$ cat src/rtl/pipeline_hazard_ctrl_if.sv
// Hazard-control bundle between the pipeline datapath and the stall/flush sequencer.
// Latency: none; this is a plain signal bundle.
// Backpressure: none; the sequencer backpressures the pipeline through the register enables.
//
// Ports (datapath -> sequencer): id_rs1, id_rs2, id_uses_rs1, id_uses_rs2, ex_rd,
//   ex_mem_read, ex_branch_taken, mem_req, dmem_ready
// Ports (sequencer -> datapath): pc_en, if_id_en, if_id_flush, id_ex_en, id_ex_flush,
//   ex_mem_en, mem_wb_flush, dmem_valid, mem_err, stall_cycles, busy
interface pipeline_hazard_ctrl_if #(
    parameter int unsigned CNT_W = 16
);
    logic [4:0]       id_rs1;
    logic [4:0]       id_rs2;
    logic             id_uses_rs1;
    logic             id_uses_rs2;
    logic [4:0]       ex_rd;
    logic             ex_mem_read;
    logic             ex_branch_taken;
    logic             mem_req;
    logic             dmem_ready;

    logic             pc_en;
    logic             if_id_en;
    logic             if_id_flush;
    logic             id_ex_en;
    logic             id_ex_flush;
    logic             ex_mem_en;
    logic             mem_wb_flush;
    logic             dmem_valid;
    logic             mem_err;
    logic [CNT_W-1:0] stall_cycles;
    logic             busy;

    // Pipeline / datapath side.
    modport master (
        output id_rs1, id_rs2, id_uses_rs1, id_uses_rs2, ex_rd,
               ex_mem_read, ex_branch_taken, mem_req, dmem_ready,
        input  pc_en, if_id_en, if_id_flush, id_ex_en, id_ex_flush,
               ex_mem_en, mem_wb_flush, dmem_valid, mem_err, stall_cycles, busy
    );

    // Hazard sequencer side.
    modport slave (
        input  id_rs1, id_rs2, id_uses_rs1, id_uses_rs2, ex_rd,
               ex_mem_read, ex_branch_taken, mem_req, dmem_ready,
        output pc_en, if_id_en, if_id_flush, id_ex_en, id_ex_flush,
               ex_mem_en, mem_wb_flush, dmem_valid, mem_err, stall_cycles, busy
    );
endinterface

$ cat src/rtl/pipeline_hazard_ctrl.sv
// Stall/flush sequencer for the 5-stage pipeline: memory wait FSM, load-use and branch arbitration.
// Latency: control outputs are combinational from state and inputs; state and counters update on the next edge.
// Backpressure: a pending data-memory access freezes PC..EX/MEM and bubbles MEM/WB until ready or timeout.
//
// Ports: clk, reset (async active-high), hz (slave modport of pipeline_hazard_ctrl_if carrying
//   ID/EX/MEM hazard inputs and the enable/flush/dmem_valid/mem_err/stall_cycles/busy outputs).
module pipeline_hazard_ctrl #(
    parameter int unsigned TIMEOUT = 64,
    parameter int unsigned CNT_W   = 16
) (
    input  logic                   clk,
    input  logic                   reset,
    pipeline_hazard_ctrl_if.slave  hz
);

    localparam logic [0:0] ST_RUN      = 1'b0;
    localparam logic [0:0] ST_MEM_WAIT = 1'b1;

    localparam int unsigned     WC_W    = (TIMEOUT > 1) ? $clog2(TIMEOUT) : 1;
    localparam bit              WDOG_EN = (TIMEOUT != 0);
    localparam logic [WC_W-1:0] WC_LAST = WC_W'((TIMEOUT == 0) ? 0 : TIMEOUT - 1);

    logic [0:0]       state_q, state_d;
    logic [WC_W-1:0]  wait_cnt_q, wait_cnt_d;
    logic             mem_err_q, mem_err_d;
    logic [CNT_W-1:0] stall_q;

    logic pc_en, if_id_en, if_id_flush, id_ex_en, id_ex_flush;
    logic ex_mem_en, mem_wb_flush, dmem_valid, busy;
    logic load_use, timeout_hit, mem_stall;

    // x0 is hardwired zero, so a load targeting it never creates a dependency.
    assign load_use = hz.ex_mem_read && (hz.ex_rd != 5'd0) &&
                      ((hz.id_uses_rs1 && (hz.id_rs1 == hz.ex_rd)) ||
                       (hz.id_uses_rs2 && (hz.id_rs2 == hz.ex_rd)));

    assign timeout_hit = WDOG_EN && (wait_cnt_q == WC_LAST);

    // In MEM_WAIT the request stays asserted regardless of mem_req, since EX/MEM is frozen.
    assign mem_stall = (state_q == ST_RUN) ? (hz.mem_req && !hz.dmem_ready)
                                           : (!hz.dmem_ready && !timeout_hit);

    always_comb begin
        pc_en        = 1'b0;
        if_id_en     = 1'b0;
        if_id_flush  = 1'b0;
        id_ex_en     = 1'b0;
        id_ex_flush  = 1'b0;
        ex_mem_en    = 1'b0;
        mem_wb_flush = 1'b0;
        dmem_valid   = 1'b0;
        busy         = 1'b0;
        state_d      = state_q;
        wait_cnt_d   = wait_cnt_q;
        mem_err_d    = mem_err_q;

        if (!reset) begin
            busy       = (state_q == ST_MEM_WAIT);
            dmem_valid = (state_q == ST_RUN) ? hz.mem_req : 1'b1;

            if (mem_stall) begin
                // Freeze everything upstream of MEM; MEM/WB keeps clocking so it takes a bubble.
                mem_wb_flush = 1'b1;
                state_d      = ST_MEM_WAIT;
                wait_cnt_d   = (state_q == ST_RUN) ? '0 : wait_cnt_q + WC_W'(1);
            end else begin
                ex_mem_en = 1'b1;
                state_d   = ST_RUN;
                // Leaving MEM_WAIT without ready means the watchdog aborted the access.
                if ((state_q == ST_MEM_WAIT) && !hz.dmem_ready) begin
                    mem_err_d = 1'b1;
                end

                if (hz.ex_branch_taken) begin
                    // Branch squashes the ID instruction, so any load-use on it is moot.
                    pc_en       = 1'b1;
                    if_id_en    = 1'b1;
                    id_ex_en    = 1'b1;
                    if_id_flush = 1'b1;
                    id_ex_flush = 1'b1;
                end else if (load_use) begin
                    id_ex_en    = 1'b1;
                    id_ex_flush = 1'b1;
                end else begin
                    pc_en    = 1'b1;
                    if_id_en = 1'b1;
                    id_ex_en = 1'b1;
                end
            end
        end
    end

    always_ff @(posedge clk or posedge reset) begin
        if (reset) begin
            state_q    <= ST_RUN;
            wait_cnt_q <= '0;
            mem_err_q  <= 1'b0;
            stall_q    <= '0;
        end else begin
            state_q    <= state_d;
            wait_cnt_q <= wait_cnt_d;
            mem_err_q  <= mem_err_d;
            if (!pc_en && (stall_q != '1)) begin
                stall_q <= stall_q + CNT_W'(1);
            end
        end
    end

    assign hz.pc_en        = pc_en;
    assign hz.if_id_en     = if_id_en;
    assign hz.if_id_flush  = if_id_flush;
    assign hz.id_ex_en     = id_ex_en;
    assign hz.id_ex_flush  = id_ex_flush;
    assign hz.ex_mem_en    = ex_mem_en;
    assign hz.mem_wb_flush = mem_wb_flush;
    assign hz.dmem_valid   = dmem_valid;
    assign hz.busy         = busy;
    assign hz.mem_err      = mem_err_q;
    assign hz.stall_cycles = stall_q;

endmodule

$ cat src/flat_wrapper.sv
// flat-port wrapper written by rule: the top's interface ports become plain ports
module pipeline_hazard_ctrl_flat 
#(
    parameter int unsigned TIMEOUT = 64,
    parameter int unsigned CNT_W   = 16
)
  (clk, reset, hz_id_rs1, hz_id_rs2, hz_id_uses_rs1, hz_id_uses_rs2, hz_ex_rd, hz_ex_mem_read, hz_ex_branch_taken, hz_mem_req, hz_dmem_ready, hz_pc_en, hz_if_id_en, hz_if_id_flush, hz_id_ex_en, hz_id_ex_flush, hz_ex_mem_en, hz_mem_wb_flush, hz_dmem_valid, hz_mem_err, hz_stall_cycles, hz_busy);
  pipeline_hazard_ctrl_if #(.CNT_W(CNT_W)) hz_i ();
  input  logic clk;
  input  logic reset;
  input wire logic [$bits(hz_i.id_rs1)-1:0] hz_id_rs1;
  input wire logic [$bits(hz_i.id_rs2)-1:0] hz_id_rs2;
  input wire logic [$bits(hz_i.id_uses_rs1)-1:0] hz_id_uses_rs1;
  input wire logic [$bits(hz_i.id_uses_rs2)-1:0] hz_id_uses_rs2;
  input wire logic [$bits(hz_i.ex_rd)-1:0] hz_ex_rd;
  input wire logic [$bits(hz_i.ex_mem_read)-1:0] hz_ex_mem_read;
  input wire logic [$bits(hz_i.ex_branch_taken)-1:0] hz_ex_branch_taken;
  input wire logic [$bits(hz_i.mem_req)-1:0] hz_mem_req;
  input wire logic [$bits(hz_i.dmem_ready)-1:0] hz_dmem_ready;
  output wire logic [$bits(hz_i.pc_en)-1:0] hz_pc_en;
  output wire logic [$bits(hz_i.if_id_en)-1:0] hz_if_id_en;
  output wire logic [$bits(hz_i.if_id_flush)-1:0] hz_if_id_flush;
  output wire logic [$bits(hz_i.id_ex_en)-1:0] hz_id_ex_en;
  output wire logic [$bits(hz_i.id_ex_flush)-1:0] hz_id_ex_flush;
  output wire logic [$bits(hz_i.ex_mem_en)-1:0] hz_ex_mem_en;
  output wire logic [$bits(hz_i.mem_wb_flush)-1:0] hz_mem_wb_flush;
  output wire logic [$bits(hz_i.dmem_valid)-1:0] hz_dmem_valid;
  output wire logic [$bits(hz_i.mem_err)-1:0] hz_mem_err;
  output wire logic [$bits(hz_i.stall_cycles)-1:0] hz_stall_cycles;
  output wire logic [$bits(hz_i.busy)-1:0] hz_busy;
  assign hz_i.id_rs1 = hz_id_rs1;
  assign hz_i.id_rs2 = hz_id_rs2;
  assign hz_i.id_uses_rs1 = hz_id_uses_rs1;
  assign hz_i.id_uses_rs2 = hz_id_uses_rs2;
  assign hz_i.ex_rd = hz_ex_rd;
  assign hz_i.ex_mem_read = hz_ex_mem_read;
  assign hz_i.ex_branch_taken = hz_ex_branch_taken;
  assign hz_i.mem_req = hz_mem_req;
  assign hz_i.dmem_ready = hz_dmem_ready;
  assign hz_pc_en = hz_i.pc_en;
  assign hz_if_id_en = hz_i.if_id_en;
  assign hz_if_id_flush = hz_i.if_id_flush;
  assign hz_id_ex_en = hz_i.id_ex_en;
  assign hz_id_ex_flush = hz_i.id_ex_flush;
  assign hz_ex_mem_en = hz_i.ex_mem_en;
  assign hz_mem_wb_flush = hz_i.mem_wb_flush;
  assign hz_dmem_valid = hz_i.dmem_valid;
  assign hz_mem_err = hz_i.mem_err;
  assign hz_stall_cycles = hz_i.stall_cycles;
  assign hz_busy = hz_i.busy;
  pipeline_hazard_ctrl #(.TIMEOUT(TIMEOUT), .CNT_W(CNT_W)) u_core (.clk(clk), .reset(reset), .hz(hz_i));
endmodule
$ cat config.mk
export PLATFORM = sky130hd
export DESIGN_NAME = pipeline_hazard_ctrl_flat
export DESIGN_NICKNAME = d
export VERILOG_FILES = /design/src/rtl/pipeline_hazard_ctrl_if.sv /design/src/rtl/pipeline_hazard_ctrl.sv /design/src/flat_wrapper.sv
export SDC_FILE = /design/constraint.sdc
export NUM_CORES = 1
export LEC_CHECK = 0
export ABC_CLOCK_PERIOD_IN_PS = 2700
export BUFFER_PORTS_ARGS = -buffer_cell sky130_fd_sc_hd__clkbuf_2
export CORE_MARGIN = 5
export CORE_UTILIZATION = 49
export DETAILED_ROUTE_END_ITERATION = 10
export PLACE_DENSITY = 0.79
export SLEW_MARGIN = 20
export SYNTH_ARGS = -nofsm -noshare
export SYNTH_HDL_FRONTEND = slang
export SYNTH_SLANG_ARGS = --single-unit
$ cat constraint.sdc
create_clock -name clk -period 2.7 [get_ports clk]
set_clock_uncertainty 0.15 [all_clocks]
set_input_delay 0.54 -clock clk [delete_from_list [all_inputs] [get_ports clk]]
set_output_delay 0.54 -clock clk [all_outputs]
set_load 0.02 [all_outputs]
==> summary.md <==
| Metric | Value |
|---|---|
| Synth Warn # | 0 |
| Post-synth top cells | dfrtp_1, nand2_1, xor2_1 |
| Worst-Skew Late Latency | 330 ps |
| Leakage power | 0.000879 uW |
| Yosys reg bits | 24 |
| Vias in the first global route | 1347 |
| CP Class | flip-flop to output port |
| Synth cell types | 35 |
| Asr flop ratio synth | 100% |
| HP Class | primary input to async pin |
| Cell row count | 19 |
| Post-DP HPWL | 2640 um |
| TritonCTS clock tree | yes |
| DRC errors left | 0 |
| Die ar. | 3950 um2 |
| Pre-antenna DRT Iters | 5 |
| Core ar. | 2710 um2 |
| Final Setup Violations | 0 |
| Number of synthesized flops with an enable pin | 0 |
| Synth area leader | dfrtp_1 |
| Filler Cells Inserted | 232 |
| Relative slew slack | 71.7% |
| VDD IR max | 645 uV |
| Minimum clock period | 2590 ps |
| Largest net degree at the start of global routing | 26 |
| Synth Area in XOR/XNOR | 15.4% |
| Hold buffer count at cts | 0 |
| Fin cells | 228 |
| Simple-Gate Fraction of Synth Area | 23.5% |
| Die extent in y | 62.9 um |
| Max H-tree Level | 1 |
| Mapped Cells | 144 |
| Wirelength per Cell | 14.8 um |
| Crit-path max FO | 5 |
| Die Wd | 62.9 um |
| Crit path launch type | flip-flop |
| FMAX | 386 MHz |
| Crit end category | output port |
| Maximum capacitance violations | 0 |
| Clock slew at reported path FFs | 150 ps |
| Initial antenna violation count | 0 |
| Cts bufs inserted | 3 |
| Seq/Total Area, Yosys | 43.9% |
| DP Area | 1640 um2 |
| Initial Utilization | 50.5% |
| PortBufs | 48 |
| Post-Synth Adder-Cell Area | 1.83% |
| Power per cell area | 733 nW/um2 |
| Clock buffer depth | 2 |
| Setup WS post-layout | 107 ps |
| Placement Setup Slack | 139 ps |
| Vias/cell | 5.40 |
| Post-Place Cells | 221 |
| Slew Viols, Final | 0 |
| Top-count cell post-synth | dfrtp_1 |
| Root Buffer | clkbuf_4 |
| Post-synth top area share | 43.9% |
| Drt initial violations | 90 |
| Ys flop type | dfrtp_1 |
| CP cell instances | ha_4 > nand3_2 > o221a_4 > nor2_4 > a21boi_4 > buf_8 |
| Total GRT Usage | 17.9% |
| I/O pin cnt | 49 |
| Design area | 1770 um2 |
| Via Count | 1231 |
| FF+latch area | 602 um2 |
| Period Utilization, post-route | 96.0% |
| Multi-input gate area | 748 um2 |
| Hold_ws | 161 ps |
| Routability cong. | 0.884 |
| Synthesized area | 1370 um2 |
| Total Wirelength | 3360 um |
| Synth Area in Compound Gates | 10.4% |
| Slowest stage delay, CP | 420 ps |
| Share of cells above drive strength 1 | 34.5% |
| Largest family of logic cells by synthesized area | simple AND/OR/NAND/NOR gates |
| Mux cell area share after synthesis | 1.10% |
| Worst Path Required | 2010 ps |
| Final #Nets | 223 |
| Status | complete, no violations |
| Syn Nets | 169 |
| Slowest-stage cell, CP | dfrtp_1 |
| GR Overflow Total | 0 |
| Fin. Hold Viols | 0 |
| Top cells by area, synth | dfrtp_1, xor2_1, xnor2_1 |
| # diodes | 0 |
| Area grow syn2layout | 29.0% |
| WP data arrival | 1900 ps |
| Slew at the pin closest to its max-slew limit | 420 ps |
| Clock Sinks | 24 |
| Post-route ant nets | 0 |
| First-pass GRT wire length | 5900 um |
| Synthesized area per cell | 9.51 um2 |
-- final timing paths --
kind	startpoint	end	slack, ps	cells past startpoint
worst min register to register	u_core.hz.mem_err	u_core.hz.mem_err	350	1
min in group clk	u_core.hz.mem_err	u_core.hz.mem_err	350	1
worst min-delay path	reset	u_core.hz.mem_err	160	3
max in group asynchronous	reset	u_core.hz.stall_cycles[12]	1980	3
worst max-delay path	u_core.wait_cnt_q[1]	hz_pc_en	110	6
worst max register to register	u_core.wait_cnt_q[1]	u_core.hz.stall_cycles[1]	360	9
-- cells by family after synthesis --
kind of cell,after synthesis
AOI/OAI and AO/OA,17
xor gates and xnor gates,24
adders and majority gates,2
buffers and inverters,10
DFF,24
muxes,1
and+or+nand+nor,66
-- report_power, final --
part / total, uW / leakage, uW / internal (uW) / switching [uW]
Clock: 267 / 0.0000279 / 150 / 116
Sequential: 554 / 0.000297 / 448 / 106
Combinational: 473 / 0.000554 / 195 / 279
-- registers in the layout (all words and copies together), names as in the netlist --
name	flops
u_core.hz.mem_err	1
u_core.hz.stall_cycles	16
u_core.state_q	1
u_core.wait_cnt_q	6
-- metrics by stage --
step | power (uW) | util, % | setup TNS [ps]
2_1_floorplan | 846 | - | 0
3_3_place_gp | 993 | 60.4 | 0
3_5_place_dp | 1020 | 60.4 | 0
4_1_cts | 1290 | 63.7 | 0
5_1_grt | 1380 | 65.1 | -5.91
6_report | 1290 | 65.1 | 0
-- layout make-up --
type / instances / share of cell area, %
timing repair buffer: 54 / 17.3
sequential: 24 / 34.1
clock buffer: 3 / 1.28
inverter: 5 / 1.06
clock inverter: 1 / 1.70
tap: 31 / 2.20
multi-input combinational: 110 / 42.4
-- per-layer routing --
metal | global-route usage [%] | part of all wire (%) | routed length (um)
met5 | 0 | 0 | 0
met4 | 4.24 | 1.6 | 53
met3 | 4.50 | 4.3 | 143
met2 | 34.1 | 56 | 1890
met1 | 19.6 | 38 | 1280
-- critical path, delay by kind of cell, from the launching register on --
family / cells / cell delay, ps
AND/OR/NAND/NOR: 2 / 240
adder cells (fa/ha/maj): 1 / 160
buffers and inverters: 1 / 150
AO/OA/AOI/OAI: 2 / 590
flip-flops: 1 / 420
-- repair_timing --
item | 4_1_cts | 5_1_grt
setup endpoints to repair | 2 | 3
setup buffers | 1 | 2
gates resized for setup | 6 | 6
-- layout by cell type (no fill, tap or decap), types with 4 or more instances in the layout --
master / netlist / final
clkbuf_2: 0 / 46
dfrtp_1: 24 / 23
nand2_1: 22 / 22
xor2_1: 13 / 13
xnor2_1: 11 / 11
nand3_1: 10 / 9
nor3_1: 8 / 8
nor2_1: 8 / 7
buf_4: 2 / 6
inv_1: 5 / 5
o21ai_0: 5 / 5
and3_1: 4 / 4
Power figures use the tool's default switching activity.
